==> config.mk <==
export PLATFORM = sky130hd
export DESIGN_NAME = uart_rx_framer
export DESIGN_NICKNAME = d
export VERILOG_FILES = /design/src/rtl/uart_rx_framer.sv
export SDC_FILE = /design/constraint.sdc
export NUM_CORES = 1
export LEC_CHECK = 0
export CORE_ASPECT_RATIO = 1.25
export CORE_MARGIN = 5
export CORE_UTILIZATION = 25
export CTS_CLUSTER_SIZE = 25
export DETAILED_ROUTE_END_ITERATION = 16
export GPL_TIMING_DRIVEN = 0
export HOLD_SLACK_MARGIN = 0.05
export PLACE_DENSITY = 0.49
export SLEW_MARGIN = 20
export SYNTH_ARGS = -nofsm -noshare
export SYNTH_HDL_FRONTEND = slang
export SYNTH_SLANG_ARGS = --single-unit
==> constraint.sdc <==
create_clock -name clk -period 2.75 [get_ports clk]
set_clock_uncertainty 0.1 [all_clocks]
set_input_delay 0.55 -clock clk [delete_from_list [all_inputs] [get_ports clk]]
set_output_delay 0.55 -clock clk [all_outputs]
set_load 0.05 [all_outputs]
==> src/rtl/uart_rx_framer.sv <==
// uart_rx_framer -- UART receive framer, 16x oversampled, single clock domain.
//
// Recovers 8N1 frames from the asynchronous serial line and writes each good
// byte into the receive FIFO write port. Defining UART_RX_PARITY_EN switches
// the frame format to 8E1: an even parity bit sits between data bit 7 and the
// stop bit.
//
// Parameters
//   CLK_FREQ  clock frequency, Hz
//   BAUD      line rate, bit/s
//   OSR       oversample ratio; DIV = CLK_FREQ/(BAUD*OSR), truncated
//
// Ports
//   clk        system clock
//   rst_n      asynchronous reset, active low
//   uart_rxd   serial input, idle high, asynchronous to clk
//   fifo_full  receive FIFO full flag, looked at only on the write cycle
//   rf_data    last received byte; updated only when a byte is written
//   fr_wrreq   one-clk write strobe into the receive FIFO
//   frame_err  one-clk pulse when the stop bit is sampled low
//   overrun    one-clk pulse when a good byte is dropped because the FIFO is full
//   par_err    one-clk pulse on a parity mismatch (always 0 without UART_RX_PARITY_EN)
module uart_rx_framer #(
  parameter int unsigned CLK_FREQ = 50_000_000,
  parameter int unsigned BAUD     = 9600,
  parameter int unsigned OSR      = 16
) (
  input  logic       clk,
  input  logic       rst_n,
  input  logic       uart_rxd,
  input  logic       fifo_full,
  output logic [7:0] rf_data,
  output logic       fr_wrreq,
  output logic       frame_err,
  output logic       overrun,
  output logic       par_err
);

  localparam int unsigned DIV   = CLK_FREQ / (BAUD * OSR);
  localparam int unsigned DIV_W = (DIV > 1) ? $clog2(DIV) : 1;
  localparam int unsigned SMP_W = (OSR > 1) ? $clog2(OSR) : 1;

  typedef enum logic [2:0] {
    S_IDLE, S_START, S_DATA, S_PARITY, S_STOP, S_BREAK
  } state_t;

  state_t           r_state;
  logic             r_rx_m, r_rxs, r_rxs_d;
  logic [DIV_W-1:0] r_div;
  logic [SMP_W-1:0] r_smp;
  logic             r_s7, r_s8;
  logic [7:0]       r_shift;
  logic [2:0]       r_bidx;
`ifdef UART_RX_PARITY_EN
  logic             r_par;
`endif

  logic w_tick, w_dec, w_bit, w_edge;

  assign w_tick = (r_div == DIV_W'(DIV - 1));
  // Bit decision is made on the tick that ends sample 9; that tick's own
  // sample is the live synchronized value, 7 and 8 were captured earlier.
  assign w_dec  = w_tick && (r_smp == SMP_W'(9));
  assign w_bit  = (r_s7 & r_s8) | (r_s7 & r_rxs) | (r_s8 & r_rxs);
  assign w_edge = r_rxs_d & ~r_rxs;

`ifndef UART_RX_PARITY_EN
  assign par_err = 1'b0;
`endif

  always_ff @(posedge clk or negedge rst_n) begin
    if (!rst_n) begin
      r_state   <= S_IDLE;
      r_rx_m    <= 1'b1;
      r_rxs     <= 1'b1;
      r_rxs_d   <= 1'b1;
      r_div     <= '0;
      r_smp     <= '0;
      r_s7      <= 1'b1;
      r_s8      <= 1'b1;
      r_shift   <= 8'h00;
      r_bidx    <= 3'd0;
      rf_data   <= 8'h00;
      fr_wrreq  <= 1'b0;
      frame_err <= 1'b0;
      overrun   <= 1'b0;
`ifdef UART_RX_PARITY_EN
      r_par     <= 1'b0;
      par_err   <= 1'b0;
`endif
    end else begin
      fr_wrreq  <= 1'b0;
      frame_err <= 1'b0;
      overrun   <= 1'b0;
`ifdef UART_RX_PARITY_EN
      par_err   <= 1'b0;
`endif
      r_rx_m  <= uart_rxd;
      r_rxs   <= r_rx_m;
      r_rxs_d <= r_rxs;

      if (r_state == S_IDLE && w_edge) begin
        // Start edge re-phases the baud timing so sample 9 lands mid-bit.
        r_div   <= '0;
        r_smp   <= '0;
        r_state <= S_START;
      end else begin
        if (w_tick) begin
          r_div <= '0;
          r_smp <= (r_smp == SMP_W'(OSR - 1)) ? '0 : r_smp + 1'b1;
          if (r_smp == SMP_W'(7)) r_s7 <= r_rxs;
          if (r_smp == SMP_W'(8)) r_s8 <= r_rxs;
        end else begin
          r_div <= r_div + 1'b1;
        end

        case (r_state)
          S_START: if (w_dec) begin
            r_bidx  <= 3'd0;
            // A high decision means the edge was a glitch.
            r_state <= w_bit ? S_IDLE : S_DATA;
          end
          S_DATA: if (w_dec) begin
            r_shift <= {w_bit, r_shift[7:1]};
            if (r_bidx == 3'd7) begin
`ifdef UART_RX_PARITY_EN
              r_state <= S_PARITY;
`else
              r_state <= S_STOP;
`endif
            end else begin
              r_bidx <= r_bidx + 3'd1;
            end
          end
`ifdef UART_RX_PARITY_EN
          S_PARITY: if (w_dec) begin
            r_par   <= w_bit;
            r_state <= S_STOP;
          end
`endif
          S_STOP: if (w_dec) begin
            if (!w_bit) begin
              frame_err <= 1'b1;
              r_state   <= S_BREAK;
            end else begin
              // Back to IDLE at mid stop bit so an immediately following
              // start edge is not missed.
              r_state <= S_IDLE;
`ifdef UART_RX_PARITY_EN
              if (^{r_shift, r_par}) begin
                par_err <= 1'b1;
              end else
`endif
              if (fifo_full) begin
                overrun <= 1'b1;
              end else begin
                fr_wrreq <= 1'b1;
                rf_data  <= r_shift;
              end
            end
          end
          // Line held low after a framing error: wait for it to go idle.
          S_BREAK: if (r_rxs) r_state <= S_IDLE;
          default: r_state <= S_IDLE;
        endcase
      end
    end
  end

endmodule

## Word-level counts from Yosys, hierarchy flattened

Cells that the tools add are included.

| storage, ports and cells | value |
|---|---|
| register bits | 43 |
| output and inout port bits | 12 |
| logic and storage cells | 87 |

| cells by class | value |
|---|---|
| $add $sub $neg | 3 |
| equal/unequal tests | 18 |
| muxes and demuxes | 32 |
| bitwise operators | 9 |
| reduce and logical (&&, ||, !) cells | 11 |

Operators with widths:

| kind | number |
|---|---|
| $mux W3 | 10 |
| $mux W9 | 2 |
| $ne A3 B3 Y1 const B | 5 |
| $reduce_and A5 Y1 | 3 |
| $mux W1 | 14 |
| $eq A4 B4 Y1 const B | 3 |
| $mux W4 | 3 |
| $pmux W3 S4 | 1 |
| $add A9 B1 Y9 const B | 1 |
| $eq A3 B3 Y1 const B | 3 |
| $eq A9 B9 Y1 const B | 1 |
| $reduce_and A3 Y1 | 3 |
| $ne A2 B2 Y1 const B | 3 |
| $pmux W3 S2 | 1 |
| $add A4 B1 Y4 const B | 1 |
| $and A1 B1 Y1 | 4 |
| $eq A4 B3 Y1 const B | 1 |
| $reduce_bool A2 Y1 | 2 |
| $add A3 B1 Y3 const B | 1 |
| $eq A3 B1 Y1 const B | 1 |
| $eq A3 B2 Y1 const B | 1 |
| $logic_not A3 Y1 | 1 |
| $not A1 Y1 | 3 |
| $logic_and A1 B1 Y1 | 2 |
| other kinds (2) | 3 |

## Depth between registers and ports, before layout

| logic depth | value |
|---|---|
| depth in word-level cells | 7 |
| gate-level depth with buffers | 7 |

## Least setup slack after synthesis

No wires, ideal clock.

| timing path | value |
|---|---|
| kind | flip-flop to flip-flop |
| from | reg r_div[0] |
| to | reg rf_data[0] |
| library setup time | 125 ps |
| data arrival time | 1,897 ps |
| data required time | 2,525 ps |
| path slack | 628 ps |
| cell stages (with the launch flop) | 8 |
| path buffers | 1 |
| clock period less this slack | 2,122 ps |
| path through | dfrtp_1 -> inv_1 -> ha_1 -> and4bb_2 -> nand2_2 -> or4_4 -> buf_6 -> mux2_4 |

| on the way | value |
|---|---|
| cells in the longest elaborated chain, start to end | 3 |

Ends and longest elaborated chain:

| item | RTL line | source |
|---|---|---|
| start: declaration | 49 | `logic [DIV_W-1:0] r_div;` |
| start signal: assignment | 114 | `r_div <= r_div + 1'b1;` |
| $eq A9 B9 Y1 | 60 | `assign w_tick = (r_div == DIV_W'(DIV - 1));` |
| $logic_and A1 B1 Y1 | 63 | `assign w_dec = w_tick && (r_smp == SMP_W'(9));` |
| $reduce_and A5 Y1 (no line) | n/a |  |
| end signal: assignment | 158 | `rf_data <= r_shift;` |
| end: declaration | 32 | `output logic [7:0] rf_data,` |

Every way passes these cells.
A chain may end at the register's enable or synchronous reset.

## Worst setup path after layout

Ends and elaborated chain as after synthesis.

==> impl_results.md <==
- Comb power frac: 0.115
- Largest net degree at the start of global routing: 32
- Main synth FF type: dfrtp_1
- Post-Synthesis Cells: 159
- Share of the synthesized area in the top cell type: 0.4801
- Post-CTS Setup Repair Bufs: 0
- Tcrit/Tclk final: 0.8285
- Outcome: finished, final reports clean
- Die area: between 9000 and 10000 um2
- Initial antenna violation count: 0
- Internal power: 935.5 uW
- Final setup margin: 0.4716 ns
- Yosys cell types: 47
- Post-DP HPWL: 2.506 mm
- First-pass GRT wire length: about 6.0 mm
- Post-route ant nets: 0
- Core area: slightly below 8000 um2
- CTS Root Buffer Type: clkbuf_8
- Critical Path End Type: register
- Gr usage total: 0.07887
- Lkg Pwr: 1.084 nW
- Clk slew on worst S/H paths: 0.08 ns
- Crit Reg-Reg Startpoint: r_div[0]
- Critical path arrival: 2.36 ns
- Critical path origin: r_div[0]
- RePlAce Congestion: 0.7157
- EDFF count, synth: 0
- Final non-filler cell total: 277
- Top post-synthesis cells by area: dfrtp_1, dfstp_2, mux2_4, mux2_2, ha_1
- Wire per inst: 12.69 um
- Sw Share: 0.2856
- Worst stage delay on the critical path: 0.52 ns
- Slowest stage cell, crit path: or4_4
- Die height: 109.5 um
- Effective utilization at floorplan: 0.2557
- # nets final: 192
- CTS buffer count: 5
- Max clock buf depth: 2
- Skew-Pair Late Insertion Delay: about 0.30 ns
- Via density: 4.534
- Buffers on Ports: 14
- Area Overhead vs Synth: 18.32%
- Chip Width: 89.61 um
- Synth Warn #: 0
- Worst slew pin tran: 0.5134 ns
- Cell with the most instances after synthesis: dfrtp_1
- Detailed-route via count: between 1000 and 1500
- Cts hold-fix bufs: 0
- Power per Cell Area: about 560 nW/um2
- Rel. slew slack: 0.6566
- Ports: 16
- Share of layout cells above drive strength 1: 0.2308
- Reg power frac: 0.575
- Post-synth top area cell: dfrtp_1
- CP required: 2.84 ns
- #FFs+latches synth: 43
- Register area share after synthesis: 0.5464
- Vias in the first global route: 1259
- Pre-antenna DRT Iters: 4
- Routed WL: 3.515 mm
- Initial DRC Count: 29
- Unrepaired setup endpoints after global routing: false
- Synth top cells by count: dfrtp_1, nor2_1, mux2_2
- Largest vdd supply drop: 0.0002017 V
- Cell Area, Synth: just under 2000 um2
- Place WS: roughly 0.47 ns
- Max-Cap Viols: 0
- CTS-repair resized insts: 0
- Critical path peak fanout: 8
- H-tree Lvls: 2
- Fin crit period: 2.278 ns
- Antenna fix cells: 0
- CTS tree: done
- Clk pwr share: 0.310
- CP startpoint kind: register
- Mapped Nets: 170
- CP cell instances: inv_1 > ha_1 > and4bb_2 > nand2_2 > or4_4 > buf_6 > mux2_4
- Asr flop ratio synth: 1.000
- Clk sinks: 43
- Fmax: 438.9 MHz
- Mean post-synth cell area: 12.46 um2
- GR Overflow Total: 0
- Row count: 36
- Hold WC Path Type: input port to asynchronous set/reset pin
- Placed cell count: about 270
- Setup_tns: 0 ns
- Slew Viols, Final: 0
- Core Util, Final: 0.3025
- Number of remaining DRC errors: 0
- Endpoints failing setup: 0
- Critical setup path kind: register to register
- P_sw: 374.0 uW
- Final hold violations: 0
-- cells by family (layout without fill, tap and decap cells) --
kind of cell    after synthesis  count (layout)  share of synthesized area
simple gates                 52              52                     0.1611
flops                        43              43                     0.5464
mux                          18              18                     0.1175
compound gates               17              17                    0.06254
buf+inv                      13              36                    0.03095
xor+xnor                      8               8                    0.03538
fa+ha+maj                     7               7                    0.04422
other cells                   1               1                   0.001893
-- cell usage in the layout (no fill, tap or decap), drive strengths merged, types with 2 or more instances in the layout --
cell / count
dfrtp: 38
o211ai: 2
nand2: 7
mux2: 18
dfstp: 5
clkinvlp: 2
inv: 8
o21ai: 6
nor2: 16
xor2: 7
nor4bb: 2
nand3b: 2
clkbuf: 8
nand3: 5
ha: 7
and4bb: 2
and3: 2
clkdlybuf4s50: 13
a22o: 2
buf: 4
nand4: 3
nor3b: 3
-- per-layer routing --
layer,GRT usage,part of all wire,up-vias
met4,0.02553,0.014,0
met2,0.1287,0.48,19
met5,0,0,-
met3,0.02474,0.044,7
li1,-,-,609
met1,0.09804,0.46,621
-- through the flow --
step	hold WS [ns]	total power [mW]	area (um2)
after floorplan	0.1544	0.8617	1981
after global placement	0.2503	0.9148	2240
after detailed placement	0.2490	0.9191	2255
after CTS	0.05564	1.328	2344
after global routing	0.06138	1.384	2344
final	0.04565	1.309	2344
-- layout make-up --
cell class | instances | area [um2]
Tap cell | 95 | 118.9
Clock buffer | 5 | 68.82
Fill cell | 794 | 5404
Timing Repair Buffer | 15 | 155.1
Clock inverter | 3 | 20.02
Sequential cell | 43 | 1082
Inverter | 8 | 30.03
Buffer | 5 | 31.28
Multi-Input combinational cell | 103 | 837.1
-- state kept, by name (all words and copies together), names as in the netlist --
name and count:
r_shift 8, r_state 3, r_s8 1, frame_err 1
overrun 1, r_rx_m 1, r_rxs_d 1, r_div 9
r_s7 1, r_smp 4, rf_data 8, r_rxs 1
fr_wrreq 1, r_bidx 3
-- power by group through the flow --
stage,combinational [mW],sequential [mW],clock (mW)
3_5_place_dp,0.153,0.766,0
2_1_floorplan,0.116,0.746,0
6_report,0.151,0.752,0.406
4_1_cts,0.154,0.754,0.420
5_1_grt,0.174,0.764,0.445
3_3_place_gp,0.148,0.767,0
-- worst paths after layout --
check	to	slack, ns	cells past startpoint
worst max-delay path	rf_data[0]	0.47	7
worst min-delay path	r_smp[0]	0.05	1
worst max register to register	rf_data[0]	0.47	7
worst min register to register	r_rxs	0.26	0
max in group asynchronous	r_s8	1.96	2
min in group clk	r_rxs	0.26	0
-- worst max-delay path, delay by kind of cell (launching register included) --
family	cells	cell delay (ns)
simple gates	3	0.95
fa+ha+maj	1	0.14
flops	1	0.44
mux	1	0.29
buf+inv	2	0.25
No activity file was read; power rests on OpenSTA's default activity.
